## config.mk

```make
export PLATFORM = sky130hd
export DESIGN_NAME = adc128s022_ctrl
export DESIGN_NICKNAME = d
export VERILOG_FILES = /design/src/rtl/adc128s022_pkg.sv /design/src/rtl/adc128_spi_frame.sv /design/src/rtl/adc128s022_ctrl.sv
export SDC_FILE = /design/constraint.sdc
export NUM_CORES = 1
export LEC_CHECK = 0
export CORE_MARGIN = 5
export CORE_UTILIZATION = 26
export CTS_CLUSTER_SIZE = 24
export DETAILED_ROUTE_END_ITERATION = 7
export GPL_TIMING_DRIVEN = 0
export PLACE_DENSITY = 0.51
export SYNTH_ARGS = -nofsm -noshare
export SYNTH_HDL_FRONTEND = slang
export SYNTH_SLANG_ARGS = --single-unit
export TNS_END_PERCENT = 10
```

## constraint.sdc

```tcl
create_clock -name clk_i -period 3.7 [get_ports clk_i]
set_clock_uncertainty 0.05 [all_clocks]
set_input_delay 1.11 -clock clk_i [delete_from_list [all_inputs] [get_ports clk_i]]
set_output_delay 1.11 -clock clk_i [all_outputs]
set_load 0.02 [all_outputs]
```

## src/rtl/adc128s022_pkg.sv

```systemverilog
// Shared definitions for the ADC128S022 controller.
//   state_e     top-level sequencer states
//   FRAME_BITS  SCLK periods per SPI frame
//   LEAD_ZEROS  leading zero bits the ADC emits ahead of the result
//   DATA_W      conversion result width
//   ADD_MSB/LSB position of the channel address inside the control word
//   ctrl_word() builds the 16-bit DIN control word for a channel
package adc128s022_pkg;

  typedef enum logic [2:0] {
    StIdle,
    StCsSetup,
    StShift,
    StCsHold,
    StDone
  } state_e;

  localparam int unsigned FRAME_BITS = 16;
  localparam int unsigned LEAD_ZEROS = 4;
  localparam int unsigned DATA_W     = FRAME_BITS - LEAD_ZEROS;
  localparam int unsigned ADD_MSB    = 13;
  localparam int unsigned ADD_LSB    = 11;

  // Control word: 00, ADD[2:0], then eleven don't-care zeros.
  function automatic logic [FRAME_BITS-1:0] ctrl_word(input logic [2:0] chan);
    logic [FRAME_BITS-1:0] w;
    w                  = '0;
    w[ADD_MSB:ADD_LSB] = chan;
    return w;
  endfunction

endpackage

```

## src/rtl/adc128_spi_frame.sv

```systemverilog
// Runs one 16-bit SPI frame to the ADC128S022 while chip select is held low by the parent.
// Each SCLK period is a low half followed by a high half, CLK_DIV clk cycles each.
// DIN changes on SCLK falling edges, DOUT is captured on SCLK rising edges.
//   clk_i    system clock
//   reset_i  asynchronous active-high reset
//   start_i  one-cycle pulse: begin a frame (first falling SCLK edge on the same clock edge)
//   chan_i   channel address placed in the control word
//   dout_i   ADC serial data
//   done_o   high in the last cycle of the frame (high half of bit 15 complete)
//   sclk_o   serial clock, idles high
//   din_o    serial control data, idles low
//   data_o   last DATA_W bits captured from DOUT
module adc128_spi_frame
  import adc128s022_pkg::*;
#(
  parameter int unsigned CLK_DIV = 16
) (
  input  logic              clk_i,
  input  logic              reset_i,
  input  logic              start_i,
  input  logic [2:0]        chan_i,
  input  logic              dout_i,
  output logic              done_o,
  output logic              sclk_o,
  output logic              din_o,
  output logic [DATA_W-1:0] data_o
);

  localparam int unsigned     CntW     = (CLK_DIV > 1) ? $clog2(CLK_DIV) : 1;
  localparam logic [CntW-1:0] HalfLast = CntW'(CLK_DIV - 1);
  localparam logic [3:0]      BitLast  = 4'(FRAME_BITS - 1);

  logic [FRAME_BITS-1:0] ctrl_w;
  logic                  half_end;

  logic                  active_q;
  logic                  high_q;   // 0: low half of the period, 1: high half
  logic                  sclk_q;
  logic                  din_q;
  logic [CntW-1:0]       half_q;
  logic [3:0]            bit_q;    // index of the SCLK period in progress
  logic [FRAME_BITS-2:0] word_q;   // control bits still to be sent, next one at the MSB
  // Only the trailing DATA_W bits are kept; the leading zeros fall off the top.
  logic [DATA_W-1:0]     shift_q;

  assign ctrl_w   = ctrl_word(chan_i);
  assign half_end = (half_q == HalfLast);
  assign done_o   = active_q & high_q & half_end & (bit_q == BitLast);
  assign sclk_o   = sclk_q;
  assign din_o    = din_q;
  assign data_o   = shift_q;

  always_ff @(posedge clk_i or posedge reset_i) begin
    if (reset_i) begin
      active_q <= 1'b0;
      high_q   <= 1'b0;
      sclk_q   <= 1'b1;
      din_q    <= 1'b0;
      half_q   <= '0;
      bit_q    <= '0;
      word_q   <= '0;
      shift_q  <= '0;
    end else if (!active_q) begin
      half_q <= '0;
      if (start_i) begin
        // Falling edge 0 happens together with the start pulse.
        active_q <= 1'b1;
        high_q   <= 1'b0;
        bit_q    <= '0;
        sclk_q   <= 1'b0;
        din_q    <= ctrl_w[FRAME_BITS-1];
        word_q   <= ctrl_w[FRAME_BITS-2:0];
        shift_q  <= '0;
      end
    end else if (!half_end) begin
      half_q <= half_q + CntW'(1);
    end else begin
      half_q <= '0;
      if (!high_q) begin
        // Rising edge: ADC drove DOUT on the previous falling edge.
        sclk_q  <= 1'b1;
        high_q  <= 1'b1;
        shift_q <= {shift_q[DATA_W-2:0], dout_i};
      end else if (bit_q == BitLast) begin
        active_q <= 1'b0;
        high_q   <= 1'b0;
        din_q    <= 1'b0;
      end else begin
        sclk_q <= 1'b0;
        high_q <= 1'b0;
        bit_q  <= bit_q + 4'd1;
        din_q  <= word_q[FRAME_BITS-2];
        word_q <= {word_q[FRAME_BITS-3:0], 1'b0};
      end
    end
  end

endmodule

```

## src/rtl/adc128s022_ctrl.sv

```systemverilog
// NIOS PIO responder for the DE0-Nano ADC128S022.
// A rising edge on adc_cmd_i[3] starts a conversion of channel adc_cmd_i[2:0]. Two SPI frames
// are always run: the ADC converts the channel addressed in the previous frame, so frame 0
// programs the address and frame 1 returns its result. Frame-0 data is discarded.
//   clk_i          system clock (50 MHz)
//   reset_i        asynchronous active-high reset
//   adc_cmd_i      [3] start (rising edge), [2:0] channel
//   adc_data_o     last conversion result
//   adc_channel_o  channel of adc_data_o
//   adc_busy_o     conversion in progress
//   adc_valid_o    adc_data_o/adc_channel_o hold a fresh result
//   adc_cs_n_o     ADC chip select, active low
//   adc_sclk_o     ADC serial clock, idles high
//   adc_din_o      ADC control input
//   adc_dout_i     ADC serial data output
module adc128s022_ctrl
  import adc128s022_pkg::*;
#(
  parameter int unsigned CLK_DIV = 16
) (
  input  logic              clk_i,
  input  logic              reset_i,
  input  logic [3:0]        adc_cmd_i,
  output logic [DATA_W-1:0] adc_data_o,
  output logic [2:0]        adc_channel_o,
  output logic              adc_busy_o,
  output logic              adc_valid_o,
  output logic              adc_cs_n_o,
  output logic              adc_sclk_o,
  output logic              adc_din_o,
  input  logic              adc_dout_i
);

  localparam int unsigned     CntW    = (CLK_DIV > 1) ? $clog2(CLK_DIV) : 1;
  localparam logic [CntW-1:0] CntLast = CntW'(CLK_DIV - 1);

  // PIO command is registered once, then start_q holds the previous start bit for edge detect.
  logic [3:0]        cmd_q;
  logic              start_q;
  state_e            state_q;
  logic [CntW-1:0]   cnt_q;
  logic              frame_q;
  logic [2:0]        chan_q;
  logic [DATA_W-1:0] data_q;
  logic [2:0]        dch_q;
  logic              busy_q;
  logic              valid_q;
  logic              cs_n_q;

  logic              start_evt;
  logic              cnt_end;
  logic              frame_start;
  logic              frame_done;
  logic [DATA_W-1:0] frame_data;

  assign start_evt   = cmd_q[3] & ~start_q;
  assign cnt_end     = (cnt_q == CntLast);
  // The frame engine starts on the edge that ends CS setup, so SHIFT adds no extra cycle.
  assign frame_start = (state_q == StCsSetup) & cnt_end;

  adc128_spi_frame #(
    .CLK_DIV (CLK_DIV)
  ) u_frame (
    .clk_i   (clk_i),
    .reset_i (reset_i),
    .start_i (frame_start),
    .chan_i  (chan_q),
    .dout_i  (adc_dout_i),
    .done_o  (frame_done),
    .sclk_o  (adc_sclk_o),
    .din_o   (adc_din_o),
    .data_o  (frame_data)
  );

  always_ff @(posedge clk_i or posedge reset_i) begin
    if (reset_i) begin
      cmd_q   <= '0;
      start_q <= 1'b0;
      state_q <= StIdle;
      cnt_q   <= '0;
      frame_q <= 1'b0;
      chan_q  <= '0;
      data_q  <= '0;
      dch_q   <= '0;
      busy_q  <= 1'b0;
      valid_q <= 1'b0;
      cs_n_q  <= 1'b1;
    end else begin
      cmd_q   <= adc_cmd_i;
      start_q <= cmd_q[3];
      case (state_q)
        StIdle: begin
          cnt_q <= '0;
          if (start_evt) begin
            chan_q  <= cmd_q[2:0];
            valid_q <= 1'b0;
            busy_q  <= 1'b1;
            frame_q <= 1'b0;
            cs_n_q  <= 1'b0;
            state_q <= StCsSetup;
          end
        end
        StCsSetup: begin
          if (cnt_end) begin
            cnt_q   <= '0;
            state_q <= StShift;
          end else begin
            cnt_q <= cnt_q + CntW'(1);
          end
        end
        StShift: begin
          if (frame_done) begin
            cs_n_q  <= 1'b1;
            state_q <= StCsHold;
          end
        end
        StCsHold: begin
          if (cnt_end) begin
            cnt_q <= '0;
            if (!frame_q) begin
              frame_q <= 1'b1;
              cs_n_q  <= 1'b0;
              state_q <= StCsSetup;
            end else begin
              busy_q  <= 1'b0;
              state_q <= StDone;
            end
          end else begin
            cnt_q <= cnt_q + CntW'(1);
          end
        end
        StDone: begin
          data_q  <= frame_data;
          dch_q   <= chan_q;
          valid_q <= 1'b1;
          state_q <= StIdle;
        end
        default: state_q <= StIdle;
      endcase
    end
  end

  assign adc_data_o    = data_q;
  assign adc_channel_o = dch_q;
  assign adc_busy_o    = busy_q;
  assign adc_valid_o   = valid_q;
  assign adc_cs_n_o    = cs_n_q;

endmodule

```

=== Word-level counts from Yosys, hierarchy flattened ===
Cells that the tools add are included.

* Register bits after elaboration: 73
* Latch bits: 0
* RAM bits: 0
* Memory bits (read-only): 0
* Input port bits: 7
* Output and inout port bits: 20
* Logic and storage cells: 117
* Memories kept: 0

* Add/sub/neg operators: 3
* Multiply operators: 0
* Div/mod/pow operators: 0
* $lt $le $gt $ge: 0
* Eq/ne operators: 18
* Shift-type cells: 0
* Mux-type cells: 53
* Bitwise logic cells: 6
* Reduce and logical (&&, ||, !) cells: 18

{| class="wikitable"
|+ Operators with widths
! operator !! count
|-
| 2-to-1 mux 15 bit || 5
|-
| 2-to-1 mux 12 bit || 4
|-
| 2-to-1 mux 4 bit || 8
|-
| 2-to-1 mux 1 bit || 25
|-
| inequality test 2 bit (second input constant) || 9
|-
| 2-to-1 mux 3 bit || 5
|-
| adder 4 x 1 -> 4 bit (second input constant) || 3
|-
| == test 4 bit (second input constant) || 3
|-
| one-hot mux 3 bit (4 select lines) || 1
|-
| AND reduction 3 bit || 4
|-
| AND reduction 4 bit || 3
|-
| one-hot mux 4 bit (2 select lines) || 1
|-
| nonzero test 2 bit || 4
|-
| == test 3 x 2 -> 1 bit (second input constant) || 2
|-
| one-hot mux 1 bit (2 select lines) || 3
|-
| AND reduction 2 bit || 3
|-
| bitwise AND 1 bit || 5
|-
| AND reduction 5 bit || 1
|-
| == test 3 x 1 -> 1 bit (second input constant) || 1
|-
| == test 3 bit (second input constant) || 1
|-
| zero test 3 bit || 1
|-
| inequality test 3 bit (second input constant) || 1
|-
| one-hot mux 1 bit (3 select lines) || 1
|-
| nonzero test 3 bit || 1
|-
| 3 further kinds || 3
|}

=== Longest topological paths before layout ===
* Depth after elaboration: 5
* Gate-level depth with buffers: 7
* Depth with buffers taken out: 5

=== Hierarchy ===
Synthesis repeated with hierarchy kept, for this count alone.

* Cell total of the unflattened synthesis: 237
* Area, all modules: 2663.8 µm²

{| class="wikitable"
|+ Modules (own cells, without submodules)
! module !! times used !! cells an instance !! area an instance (µm²) !! seq. area each (µm²)
|-
| adc128s022_ctrl || 1 || 104 || 1360.1 || 852.1
|-
| adc128_spi_frame || 1 || 133 || 1303.8 || 701.9
|}

=== Least setup slack after synthesis ===
No wires, ideal clock.

* Kind: reg-to-reg
* Start point: register u_frame.half_q[0]
* End point: register u_frame.shift_q[0], in the netlist u_frame.data_o[0]
* Setup time: 0.067 ns
* Arrival: 1.674 ns
* Required time: 3.583 ns
* Setup slack: 1.909 ns
* Stages on the path, launching flop included: 8
* Path buffers: 2
* Period minus slack after synthesis: 1.791 ns
* Path through: dfrtp_1 ha_1 and4_1 buf_2 nand2b_1 buf_1 nand3_2 nand2_1

* Cells in the longest elaborated chain, start to end: 3

{| class="wikitable"
|+ Ends and longest elaborated chain
! item !! RTL line !! source
|-
| start, declared || adc128_spi_frame.sv:40 || <nowiki>logic [CntW-1:0] half_q;</nowiki>
|-
| start signal, assigned || adc128_spi_frame.sv:76 || <nowiki>half_q <= half_q + CntW'(1);</nowiki>
|-
| == test 4 bit || adc128_spi_frame.sv:47 || <nowiki>assign half_end = (half_q == HalfLast);</nowiki>
|-
| inequality test 2 x 1 -> 1 bit (no source line) || -- ||
|-
| AND reduction 3 bit (no source line) || -- ||
|-
| end signal, assigned || adc128_spi_frame.sv:83 || <nowiki>shift_q <= {shift_q[DATA_W-2:0], dout_i};</nowiki>
|-
| end, declared || adc128_spi_frame.sv:44 || <nowiki>logic [DATA_W-1:0] shift_q;</nowiki>
|}

Every way passes these cells.
A chain may end at the register's enable or synchronous reset.

=== Final worst setup path ===
* Start point: register u_frame.sclk_q, in the netlist u_frame.sclk_o
* End point: output adc_sclk_o

{| class="wikitable"
|+ RTL lines
! item !! RTL line !! source
|-
| start, declared || adc128_spi_frame.sv:38 || <nowiki>logic sclk_q;</nowiki>
|-
| start signal, assigned || adc128_spi_frame.sv:57 || <nowiki>sclk_q <= 1'b1;</nowiki>
|-
| start signal, assigned || adc128_spi_frame.sv:70 || <nowiki>sclk_q <= 1'b0;</nowiki>
|-
| start signal, assigned || adc128_spi_frame.sv:81 || <nowiki>sclk_q <= 1'b1;</nowiki>
|-
| end, declared || adc128s022_ctrl.sv:29 || <nowiki>output logic adc_sclk_o,</nowiki>
|}

No word-level cell between the ends.

==> impl_results.md <==
* Status: complete, no violations
* Root buf cell: clkbuf_8
* M3 GR Usage at 0.02462
* Placed Instances at approximately 380
* Total clock sinks at 62
* Worst path depth at 1
* Register area share after synthesis at 0.5923
* Max rail drop VDD at ~0.21 mV
* Period utilization at 0.7086
* RR Startpoint: state_q[1]
* Min Tclk post-route at 2.622 ns
* WP buf/inv at 1
* Total power at approximately 1.7 mW
* Post-CTS sizing at 0
* Dpl hpwl at around 3.5 mm
* Critical path endpoint: adc_sclk_o
* Die Area at approximately 12000 µm²
* Vias in the first global route at roughly 1800
* Crit path launch type: flip-flop
* P_leak at 1.481 nW
* Final setup viols at 0
* Max_cap viols at 0
* Hold Buf Count CTS at 0
* Remaining antenna violation count at 0
* Met2 Track Usage GR at 0.1363
* Initial Util at 0.2672
* 1st-iter DRT viols at a little over 60
* Setup WS post-layout at ~1.1 ns
* Tightest Pin Transition at between 0.7 and 0.8 ns
* Most common cell after layout, fill and taps aside: dfrtp_1
* I/O pins at 27
* Per-cell routed wire length at around 13 µm
* Worst Path Arrival at ~1.5 ns
* Synth area leaders: dfrtp_1, mux2_2, nand3_2, nand2_1, dfstp_2
* CP startpoint: u_frame.sclk_o
* Placer Congestion at 0.7355
* Mapped Avg Cell Area at roughly 12 µm²
* Later-pin clock latency in the skew report at 0.33 ns
* Sequential Area at around 1600 µm²
* Fin area at roughly 3200 µm²
* Vias/cell at around 4.5
* CTS tree: yes
* Synth area leader: dfrtp_1
* Vias at 1767
* Setup WS pre-CTS at ~1.4 ns
* R2r setup slk at 1.60 ns
* Final max-slew violation count at 0
* Overflow after GRT at 0
* Synth Cell Area at ~2600 µm²
* Max Root-Sink Buffers at 2
* Max FO, Critical Path at 2
* Final wirelength at about 5.0 mm
* Critical R2R Capture: adc_channel_o[0]
* Non-Filler Instances at about 390
* Worst R2R Path Depth at 4
* Area grow syn2layout at 23.41%
* Layout cell share with drive strength beyond 1 at 0.2261
* Crit Path Category: flip-flop to primary output
* Antenna violations before repair at 0
* Post-Syn Nets at between 200 and 250
* Grt peak-use layer: met2
* Chip width at 110.5 µm
* RSZ-0062 raised after global routing: no
* Most frequent cells in the layout: dfrtp_1, nand2_1, clkdlybuf4s50_1, mux2_2, nand3_2
* Post-synth top area share at 0.5722
* First-pass GRT wire length at 9.101 mm
* Postcts setup bufs at 0
* Largest net degree at the start of global routing at 33
* Final nets at between 200 and 300
* Synth Register Bits at 62
* Clock slew at reported path FFs at roughly 0.07 ns
* Hold Slack at 0.3303 ns
* All-Layer GR Usage at 0.09040
* Total core area at between 9000 and 10000 µm²
* N_diodes at 0
* CP required at ~2.5 ns
* Final core utilization at 0.3298
* Setup TNS at 0 ns
* Slew headroom at 0.5303
* DRC viols at 0
* CP max stage cell: clkdlybuf4s50_1
* # port buffers at 26
* Crit path max-delay family: buffers and inverters
* Met1 Usage GRT at 0.1183
* Die height at ~110 µm
* Num CTS Buffers at 9
* Synth Warn # at 0
* Post-synthesis cell count at 218
* H-tree levels at 3
* Hold Crit Class: flip-flop to flip-flop
* Critical-path cell list: clkdlybuf4s50_1
* TritonRoute pass-1 iters at 4
* Cell Pwr Density at 520.2 nW/µm²
* FMAX at approximately 380 MHz
* # fillers at ~1000
* Core Rows at 36
* Multi-input gate area at 985.9 µm²
* Dpl cell area at 3070 µm²
* Fin. Hold Viols at 0
* Slowest stage delay, CP at about 0.60 ns
* Distinct cells, synth at 41
* Crit. End Element: primary output
cell usage after synthesis:
cell      count
dfrtp_1      60
nand2_1      29
mux2_2       18
nand3_2      11
nor2_1        8
buf_2         7
inv_1         7
a21oi_1       6
nand3_1       6
nand4_1       6
o21ai_0       5
a22o_1        4
nor3_1        4
a32o_1        3
ha_1          3
nand2b_1      3
o21bai_1      3
and3_1        2
clkbuf_1      2
dfstp_2       2
mux2_1        2
mux2i_1       2
nor2b_1       2
nor4_2        2
o31ai_1       2
o32ai_1       2
xnor2_1       2
xor2_1        2
a21o_1        1
a31o_1        1
a31oi_1       1
and2_1        1
and4_1        1
buf_1         1
buf_6         1
nand4b_1      1
nor3b_2       1
o22a_1        1
o22ai_1       1
or2_2         1
or4_1         1
how the worst min path moves through the flow:
stage / startpoint / end / slack (ns) / cells after the start
3_5_place_dp: cmd_q[3] / start_q / 0.32 / 0
4_1_cts: cmd_q[3] / start_q / 0.34 / 0
2_1_floorplan: cmd_q[3] / start_q / 0.30 / 0
3_3_place_gp: cmd_q[3] / start_q / 0.31 / 0
5_1_grt: cmd_q[3] / start_q / 0.35 / 0
6_report: cmd_q[3] / start_q / 0.33 / 0
power by group:
part / switching, mW / internal [mW] / leakage, nW
Combinational: 0.171 / 0.149 / 0.580
Sequential: 0.0743 / 0.774 / 0.814
Clock: 0.257 / 0.258 / 0.0861
Total: 0.503 / 1.18 / 1.48
layer usage:
layer  wire [µm]  vias up
li1            -      849
met1        2471      875
met2        2286       30
met3         171       13
met4         117        0
met5           0        -
final cells by class:
type | instances | share of cell area
sequential | 62 | 0.4799
multi-input combinational | 138 | 0.3045
timing repair buffer | 27 | 0.08655
tap | 133 | 0.05139
clock buffer | 12 | 0.04482
buffer | 11 | 0.01777
inverter | 7 | 0.008114
clock inverter | 4 | 0.006955
cell families (layout without fill, tap and decap cells):
family          Yosys count  after routing  share of synthesized area
simple gates             79             79                     0.1736
flops                    62             62                     0.5923
compound gates           30             30                    0.08107
mux                      22             22                    0.09346
buf+inv                  18             61                    0.03195
xor+xnor                  4              4                    0.01335
fa+ha+maj                 3              3                    0.01431
worst register-to-register path, delay by kind of cell, from the launching register on:
kind | cells | cell delay, ns
buf+inv | 2 | 0.60
mux | 1 | 0.37
simple gates | 1 | 0.62
flops | 1 | 0.36
sequential cells by signal, indices dropped and copies added (netlist names):
| register | flops |
|---|---|
| adc_channel_o | 3 |
| u_frame.sclk_o | 1 |
| state_q | 3 |
| cmd_q | 4 |
| start_q | 1 |
| u_frame.high_q | 1 |
| adc_valid_o | 1 |
| u_frame.data_o | 12 |
| frame_q | 1 |
| adc_cs_n_o | 1 |
| adc_busy_o | 1 |
| u_frame.word_q | 4 |
| chan_q | 3 |
| cnt_q | 4 |
| u_frame.active_q | 1 |
| u_frame.half_q | 4 |
| u_frame.bit_q | 4 |
| u_frame.din_o | 1 |
| adc_data_o | 12 |
Power figures use the tool's default switching activity.
